--- config.mk ---
export PLATFORM = sky130hd
export DESIGN_NAME = bmc_soft_pipe
export DESIGN_NICKNAME = d
export VERILOG_FILES = /design/src/rtl/bmc_soft_pipe.sv
export SDC_FILE = /design/constraint.sdc
export NUM_CORES = 1
export LEC_CHECK = 0
export CAP_MARGIN = 25
export CORE_ASPECT_RATIO = 0.6
export CORE_MARGIN = 2
export CORE_UTILIZATION = 51
export CTS_CLUSTER_DIAMETER = 100
export DETAILED_ROUTE_END_ITERATION = 10
export PLACE_DENSITY = 0.79
export SKIP_CTS_REPAIR_TIMING = 1
export SLEW_MARGIN = 20
export SYNTH_ARGS = -nofsm -noshare
export SYNTH_HDL_FRONTEND = slang
export SYNTH_SLANG_ARGS = --single-unit
export TNS_END_PERCENT = 20
--- constraint.sdc ---
create_clock -name clk -period 2 [get_ports clk]
set_input_delay 0.4 -clock clk [delete_from_list [all_inputs] [get_ports clk]]
set_output_delay 0.4 -clock clk [all_outputs]
set_load 0.1 [all_outputs]
--- src/rtl/bmc_soft_pipe.sv ---
// Soft-decision branch metric unit with valid/ready pipeline.
// Each trellis step: N_SYM soft symbols in, one distance metric per candidate codeword out.
// Optional macro BMC_MIN_NORM_EN adds a third stage that subtracts the minimum metric from every codeword.

// Per-symbol distance to an expected '0' and to an expected '1'; erased symbols contribute nothing.
module bmc_sym_dist #(
    parameter int SW = 3
) (
    input  logic [SW-1:0] rx,
    input  logic          erase,
    output logic [SW-1:0] d0,
    output logic [SW-1:0] d1
);
    localparam logic [SW-1:0] MAXV = '1;

    assign d0 = erase ? '0 : rx;
    assign d1 = erase ? '0 : MAXV - rx;
endmodule

module bmc_soft_pipe #(
    parameter int SW    = 3,
    parameter int N_SYM = 2
) (
    input  logic                                          clk,
    input  logic                                          rst,
    input  logic                                          in_valid,
    output logic                                          in_ready,
    input  logic [N_SYM*SW-1:0]                           rx_soft,
    input  logic [N_SYM-1:0]                              erase,
    input  logic                                          in_last,
    output logic                                          out_valid,
    input  logic                                          out_ready,
    output logic [(2**N_SYM)*(SW+$clog2(N_SYM))-1:0]      bm_out,
    output logic                                          out_last
);
    localparam int NCW = 2**N_SYM;
    localparam int MW  = SW + $clog2(N_SYM);

    logic [N_SYM-1:0][SW-1:0] rx_a;
    logic [N_SYM-1:0][SW-1:0] d0_c, d1_c;

    assign rx_a = rx_soft;

    for (genvar g = 0; g < N_SYM; g++) begin : g_sym
        bmc_sym_dist #(.SW(SW)) u_dist (
            .rx    (rx_a[g]),
            .erase (erase[g]),
            .d0    (d0_c[g]),
            .d1    (d1_c[g])
        );
    end

    // S1: per-symbol distances
    logic                     s1_valid, s1_last, s1_moves;
    logic [N_SYM-1:0][SW-1:0] s1_d0, s1_d1;
    // S2: per-codeword sums
    logic                     s2_valid, s2_last, s2_moves, s2_en;
    logic [NCW-1:0][MW-1:0]   s2_bm, sum_c;

    assign s1_moves = s1_valid & (!s2_valid | s2_moves);
    assign in_ready = !s1_valid | s1_moves;
    assign s2_en    = !s2_valid | s2_moves;

    // S1 captures distances only on an accepted input; bubbles keep old data
    always_ff @(posedge clk or posedge rst) begin
        if (rst) begin
            s1_valid <= 1'b0;
            s1_last  <= 1'b0;
            s1_d0    <= '0;
            s1_d1    <= '0;
        end else if (in_ready) begin
            s1_valid <= in_valid;
            if (in_valid) begin
                s1_last <= in_last;
                s1_d0   <= d0_c;
                s1_d1   <= d1_c;
            end
        end
    end

    // Codeword c picks d1 for symbol i when bit i of c is set, d0 otherwise
    always_comb begin
        sum_c = '0;
        for (int c = 0; c < NCW; c++) begin
            for (int i = 0; i < N_SYM; i++) begin
                if (((c >> i) & 1) != 0)
                    sum_c[c] = sum_c[c] + MW'(s1_d1[i]);
                else
                    sum_c[c] = sum_c[c] + MW'(s1_d0[i]);
            end
        end
    end

    // S2 registers the raw sums
    always_ff @(posedge clk or posedge rst) begin
        if (rst) begin
            s2_valid <= 1'b0;
            s2_last  <= 1'b0;
            s2_bm    <= '0;
        end else if (s2_en) begin
            s2_valid <= s1_valid;
            if (s1_valid) begin
                s2_last <= s1_last;
                s2_bm   <= sum_c;
            end
        end
    end

`ifdef BMC_MIN_NORM_EN
    // S3: min-normalised metrics, best codeword always 0
    logic                   s3_valid, s3_last, s3_moves;
    logic [NCW-1:0][MW-1:0] s3_bm;
    logic [MW-1:0]          min_c;

    assign s3_moves  = s3_valid & out_ready;
    assign s2_moves  = s2_valid & (!s3_valid | s3_moves);
    assign out_valid = s3_valid;
    assign out_last  = s3_last;
    assign bm_out    = s3_bm;

    // Minimum across all codeword sums held in S2
    always_comb begin
        min_c = s2_bm[0];
        for (int c = 1; c < NCW; c++)
            if (s2_bm[c] < min_c) min_c = s2_bm[c];
    end

    // S3 stores sums with the minimum removed; ties all land on 0
    always_ff @(posedge clk or posedge rst) begin
        if (rst) begin
            s3_valid <= 1'b0;
            s3_last  <= 1'b0;
            s3_bm    <= '0;
        end else if (!s3_valid | s3_moves) begin
            s3_valid <= s2_valid;
            if (s2_valid) begin
                s3_last <= s2_last;
                for (int c = 0; c < NCW; c++)
                    s3_bm[c] <= s2_bm[c] - min_c;
            end
        end
    end
`else
    assign s2_moves  = s2_valid & out_ready;
    assign out_valid = s2_valid;
    assign out_last  = s2_last;
    assign bm_out    = s2_bm;
`endif

endmodule

==> results of run 1 <==
## power groups by stage
stage | Clock [mW] | Sequential (mW) | Combinational, mW
floorplan | 0 | 1.71 | 0.333
global placement | 0 | 0.909 | 1.43
detailed placement | 0 | 0.917 | 1.45
CTS | 0.518 | 0.908 | 1.45
global route | 0.540 | 0.928 | 1.51
finish | 0.510 | 0.906 | 1.44
## flip-flops by register name, indices dropped and copies added (netlist names)
signal / cells
out_valid: 1
bm_out: 16
out_last: 1
s1_valid: 1
s1_last: 1
s1_d1: 6
s1_d0: 6
## metal layers
layer | track usage | vias to the layer above
met5 | 0 | -
met4 | 0.0964 | 0
met3 | 0.0698 | 8
met2 | 0.312 | 27
met1 | 0.255 | 526
li1 | - | 516
## final timing paths
| path | startpoint | depth (start not counted) | slack (ps) | end |
|---|---|---|---|---|
| max in group asynchronous | rst | 4 | 1110 | s1_d1[4] |
| max reg2reg | s1_d0[3] | 5 | 450 | bm_out[6] |
| max | out_ready | 4 | 250 | in_ready |
| min | rst | 3 | 440 | bm_out[12] |
| min in group clk | bm_out[4] | 1 | 510 | bm_out[4] |
| min reg2reg | bm_out[4] | 1 | 510 | bm_out[4] |
## kinds of logic after synthesis
group | Yosys count | share of synthesized area
muxes | 22 | 0.155
xor gates and xnor gates | 4 | 0.0214
and+or+nand+nor | 18 | 0.0651
AOI/OAI and AO/OA | 24 | 0.0796
buffers and inverters | 12 | 0.0482
DFF | 32 | 0.490
adders and majority gates | 16 | 0.141
## worst reg2reg max path, delay by kind of cell (launching register included)
family / cells / cell delay (ps)
adders and majority gates: 2 / 580
DFF: 1 / 410
muxes: 1 / 260
xor gates and xnor gates: 1 / 140
buffers and inverters: 1 / 60
## cells in the final DEF (no fill, tap or decap), types with 6 or more instances in the layout
cell type                         count
sky130_fd_sc_hd__buf_4               21
sky130_fd_sc_hd__clkdlybuf4s50_1     12
sky130_fd_sc_hd__dfrtp_1             31
sky130_fd_sc_hd__a21oi_1             20
sky130_fd_sc_hd__clkbuf_8             6
sky130_fd_sc_hd__mux2_4              10
sky130_fd_sc_hd__nor2_1               6
sky130_fd_sc_hd__mux2_2              10
sky130_fd_sc_hd__inv_1                7
sky130_fd_sc_hd__ha_1                12
## metrics by stage
| step | std cells | setup TNS, ps | worst slack, ps |
|---|---|---|---|
| global route | 208 | 0 | 185 |
| floorplan | 128 | -5300 | -463 |
| detailed placement | 200 | 0 | 139 |
| CTS | 208 | 0 | 250 |
| finish | 208 | 0 | 249 |
| global placement | 200 | 0 | 194 |
## layout make-up
cell class              count  area [sq um]
repair buffers             35           318
inverters                   7          26.3
clock buffers               8          90.1
fillers                   231           887
multi-input cells          84           787
well taps                  42          52.6
flip-flops and latches     32           805
==> flow_summary.toml, run 1 <==
[finish]
postLayoutCoreUtil = 0.701
finish.instance_area_sq_um = 2080
layout-drive-gt1-share = 0.319
layout.nets = 194
n_antenna_cell = 0
layout_area_growth_over_synthesis_pct = 27.2

[sta]
final-hold-violation-count = 0
timing.final.crit_period_ps = 1750
final.setup_skew_ps = 5.28
period_share = 0.875
maxClockFrequency_mhz = 571
setup-violations-final = 0
worstMarginPinSlew_ps = 342
slew_headroom = 0.772
maxSlewViolCount = 0
grt_setup_unrepaired = "no"
whs_ps = 442

[yosys]
synth_edf_count = 0
post_synth_num_cell_types = 19
yosysWarnings = 0
synth.most_common_cell = "sky130_fd_sc_hd__dfrtp_1"
synth_top_area_share = 0.490
asr_flop_ratio_synth = 1.00
yosysTopAreaCell = "sky130_fd_sc_hd__dfrtp_1"
netlist_top_cells_area = "sky130_fd_sc_hd__dfrtp_1 (49%), sky130_fd_sc_hd__mux2_2 (12%), sky130_fd_sc_hd__ha_1 (9.2%)"
seq_area_frac_synth = 0.490
post_synth_most_frequent_cells = "sky130_fd_sc_hd__dfrtp_1 (32), sky130_fd_sc_hd__a21oi_1 (20), sky130_fd_sc_hd__mux2_2 (18), sky130_fd_sc_hd__ha_1 (12), sky130_fd_sc_hd__inv_1 (7)"
synth_area_per_cell_sq_um = 12.8
gate_count_post_synth = 128
syn-num-nets = 157
dominantRegCellSynth = "sky130_fd_sc_hd__dfrtp_1"
syn_area_sq_um = 1630
postSynthRegisterBits = 32

[detailed_routing]
drt_pre_antenna_iters = 4
drt-total-wl_mm = 3.07
vias_per_cell = 5.18
avgRoutedWirePerCell_um = 14.8
routed-wl-met3_um = 161
wl_met2_mm = 1.38
wirelength_met1_mm = 1.48
top_layer = "met4"
drc = 0
initialDrtViolationCount = 36
ant_nets = 0
dr_total_vias = 1077

[clock_tree]
path_clk_slew_ps = 60
max-clock-path-buffers = 2
clock_buffer_count_from_cts = 5
cts-htree-levels = 2
cts_tree = "built"
clock_latency_ps = 290
cts_num_sinks = 32
ctsRootBufferMaster = "sky130_fd_sc_hd__clkbuf_8"

[critical_path]
timing.critical_path.arrival_ps = 1350
cp_top_family = "buffers and inverters"
worst_setup_path_start_kind = "input pin"
crit_path_max_fanout = 2
worstPathBufferInverterCount = 3
worstSetupPathType = "in -> out"
setup.worst_path.end_class = "primary output"
timing.critical_path.cells = "clkdlybuf4s50_1, nand3b_1, buf_4, buf_12"
timing.critical_path.slowest_cell_delay_ps = 420
timing.critical_path.slowest_stage_cell = "sky130_fd_sc_hd__clkdlybuf4s50_1"
crit_required_ps = 1600

[pwr]
vdd_ir_drop_max_uv = 777
cell_internal_pwr_mw = 1.45
power.share.combinational = 0.505
sw_frac_of_total = 0.491
net-switching-power_mw = 1.40
sequential_share_of_power = 0.317
clockPowerShare = 0.179
post-layout-total-power_mw = 2.86
total_leakage_power_nw = 1.03
power_density_nw_per_um2 = 1380

[floorplanning]
io_pins = 32
chipHeight_um = 47.8
die-area_sq_um = 3690
std_cell_rows = 15
core_area_sq_um = 2970
effective_utilization_at_floorplan = 0.551
die-width_um = 77.1

[place]
port-buffer-count = 31
post-dp-hpwl_mm = 2.36
gp_routability_congestion = 0.795
dpl_cell_area_sq_um = 1990

[grt]
grt_start_max_net_pins = 24
antenna_found_initial = 0
grt_first_pass_wirelength_mm = 5.16
grt_remaining_overflow = 0
grt_pass1_vias = 1074
globalRouteTotalUtil = 0.198

[run]
max_cap_viol_count = 0

[run_status]
run_status = "complete, no violations"

[hold_path]
worst_hold_path_type = "in -> async"
Note: power is estimated with default switching activity, not from simulation.
==> run 2: changes to the inputs <==
--- a/config.mk
+++ b/config.mk
@@ -13,7 +13,7 @@
 export DETAILED_ROUTE_END_ITERATION = 10
 export PLACE_DENSITY = 0.79
 export SKIP_CTS_REPAIR_TIMING = 1
-export SLEW_MARGIN = 20
+export SLEW_MARGIN = 5
 export SYNTH_ARGS = -nofsm -noshare
 export SYNTH_HDL_FRONTEND = slang
 export SYNTH_SLANG_ARGS = --single-unit
==> results of run 2 <==
Final layout, timing and power as in run 1 (identical DEF).
==> run 3: changes to the inputs <==
--- a/config.mk
+++ b/config.mk
@@ -12,7 +12,6 @@
 export CTS_CLUSTER_DIAMETER = 100
 export DETAILED_ROUTE_END_ITERATION = 10
 export PLACE_DENSITY = 0.79
-export SKIP_CTS_REPAIR_TIMING = 1
 export SLEW_MARGIN = 5
 export SYNTH_ARGS = -nofsm -noshare
 export SYNTH_HDL_FRONTEND = slang
==> constraint.sdc (replaced) <==
create_clock -name clk -period 1.7 [get_ports clk]
set_input_delay 0.34 -clock clk [delete_from_list [all_inputs] [get_ports clk]]
set_output_delay 0.34 -clock clk [all_outputs]
set_load 0.1 [all_outputs]
==> run 3 against run 2 <==
Effect of this change:
- die area unchanged
- critical path depth unchanged
- register-to-register slack worse by 300 ps
- via count up 3.3%
- clock-buffer cell count unchanged
- flip-flop and latch count unchanged
- clock skew up 2.6 ps
- global-route usage up 1.0 points
- first-iteration DRC count up 120%
- critical endpoint unchanged
- largest power group unchanged
- highest routed layer unchanged
==> flow_summary.toml, run 3 (same netlist as run 1, synthesis figures left out) <==
[sta]
maxSlewViolCount = 0
slew_headroom = 0.634
setup_ws_final_ps = 60.0
period_share = 0.965
setup-violations-final = 0
grt_setup_unrepaired = "no"
timing.final.crit_period_ps = 1640
worstMarginPinSlew_ps = 548
final.setup_skew_ps = 7.84
maxClockFrequency_mhz = 610
final-hold-violation-count = 0

[detailed_routing]
avgRoutedWirePerCell_um = 15.9
ant_nets = 0
initialDrtViolationCount = 80
drc = 0
drt_pre_antenna_iters = 4
drt-total-wl_mm = 3.38
vias_per_cell = 5.25
dr_total_vias = 1113

[grt]
grt_start_max_net_pins = 18
grt_remaining_overflow = 0
globalRouteTotalUtil = 0.208
grt_first_pass_wirelength_mm = 5.53
grt_pass1_vias = 1154
antenna_found_initial = 0

[finish]
commonest_non_fill_non_tap_cell_in_the_layout = "sky130_fd_sc_hd__dfrtp_1"
final-seq-area_sq_um = 806
layout.nets = 198
layout_area_growth_over_synthesis_pct = 43.6
finish.cell_count_without_fillers = 212
layout.cells.most_common_list = "sky130_fd_sc_hd__dfrtp_1 (30), sky130_fd_sc_hd__buf_12 (21), sky130_fd_sc_hd__a21oi_1 (20)"
fillers = 184
finish.instance_area_sq_um = 2350
multiInputGateArea_sq_um = 787
layout-drive-gt1-share = 0.341
n_antenna_cell = 0
largest_reg_flops = 16

[critical_path]
timing.critical_path.slowest_cell_delay_ps = 420
worstSetupPathType = "in -> out"
timing.critical_path.slowest_stage_cell = "sky130_fd_sc_hd__clkdlybuf4s50_1"
crit_path_max_fanout = 2
worst_setup_path_start_kind = "input pin"
crit_required_ps = 1360
timing.critical_path.cells = "clkdlybuf4s50_1, nand3b_1, buf_4, buf_12"
setup.worst_path.end_class = "primary output"
timing.critical_path.arrival_ps = 1300

[floorplanning]
core_area_sq_um = 2970
die-width_um = 77.1
std_cell_rows = 15
effective_utilization_at_floorplan = 0.551
chipHeight_um = 47.8
io_pins = 32
die-area_sq_um = 3690

[clock_tree]
cts-htree-levels = 2
cts_num_sinks = 32
ctsRootBufferMaster = "sky130_fd_sc_hd__clkbuf_8"
cts_tree = "built"
clock_buffer_count_from_cts = 5
clock_latency_ps = 290
max-clock-path-buffers = 2
path_clk_slew_ps = 70

[place]
gp_routability_congestion = 0.828
dpl_ws_ps = -42.2
dpl_cell_area_sq_um = 2260
post-dp-hpwl_mm = 2.72
port-buffer-count = 31
dp_cells = 204

[pwr]
cell_internal_pwr_mw = 2.06
sequential_share_of_power = 0.300
clockPowerShare = 0.158
net-switching-power_mw = 1.73
total_leakage_power_nw = 1.13
power.share.combinational = 0.542
sw_frac_of_total = 0.457
post-layout-total-power_mw = 3.79
vdd_ir_drop_max_uv = 1250
power_density_nw_per_um2 = 1610

[run_status]
run_status = "complete, no violations"

[hold_path]
worst_hold_path_type = "in -> async"

[run]
max_cap_viol_count = 0
[run 3: changes by cell type in the layout (fill, tap and decap cells not counted)]
cell and change:
sky130_fd_sc_hd__buf_12 +19, sky130_fd_sc_hd__buf_4 -15, sky130_fd_sc_hd__dfrtp_1 -1, sky130_fd_sc_hd__dfrtp_2 +1
[run 3: layer usage]
layer	global-route usage	vias to the layer above	wire length, um
met2	0.368	27	1650
li1	-	519	-
met4	0.0821	0	40
met1	0.259	560	1550
met3	0.0547	7	144
met5	0	-	0
[run 3: worst max-delay path, delay by kind of cell]
kind	cells	cell delay (ps)
buffers and inverters	3	750
and+or+nand+nor	1	210
[run 3: path summary, 6_finish.rpt]
check / startpoint / to / slack (ps) / cells after the start
setup reg to reg: s1_d0[3] / bm_out[6] / 150 / 5
hold reg to reg: s1_last / s1_last / 550 / 1
hold / removal: rst / out_last / 400 / 2
max in group asynchronous: rst / s1_d1[2] / 800 / 3
setup / recovery: out_ready / in_ready / 60 / 4
min in group clk: s1_last / s1_last / 550 / 1
[run 3: timing repair]
action | 4_1_cts | 5_1_grt
setup buffers | 0 | 0
resized for setup | 0 | 1
setup endpoints to repair | 0 | 1
hold buffers | 0 | 0
[run 3: layout make-up]
| cell class | count | area share |
|---|---|---|
| Sequential cell | 32 | 0.343 |
| Multi-Input combinational cell | 84 | 0.335 |
| Timing Repair Buffer | 39 | 0.249 |
| Clock buffer | 8 | 0.0384 |
| Tap cell | 42 | 0.0224 |
| Inverter | 7 | 0.0112 |
[run 3: per-stage QoR]
stage	hold WS [ps]	setup TNS [ps]	utilization
4_1_cts	433	0	0.791
5_1_grt	472	0	0.792
3_5_place_dp	538	-245	0.761
6_report	402	0	0.792
2_1_floorplan	448	-9440	-
3_3_place_gp	492	0	0.761
[run 3: power groups by stage]
stage	clock network, mW	registers (mW)	logic (mW)
2_1_floorplan	0	2.02	0.391
3_3_place_gp	0	1.14	2.03
3_5_place_dp	0	1.15	2.06
4_1_cts	0.611	1.14	2.07
5_1_grt	0.632	1.17	2.13
6_report	0.599	1.14	2.05
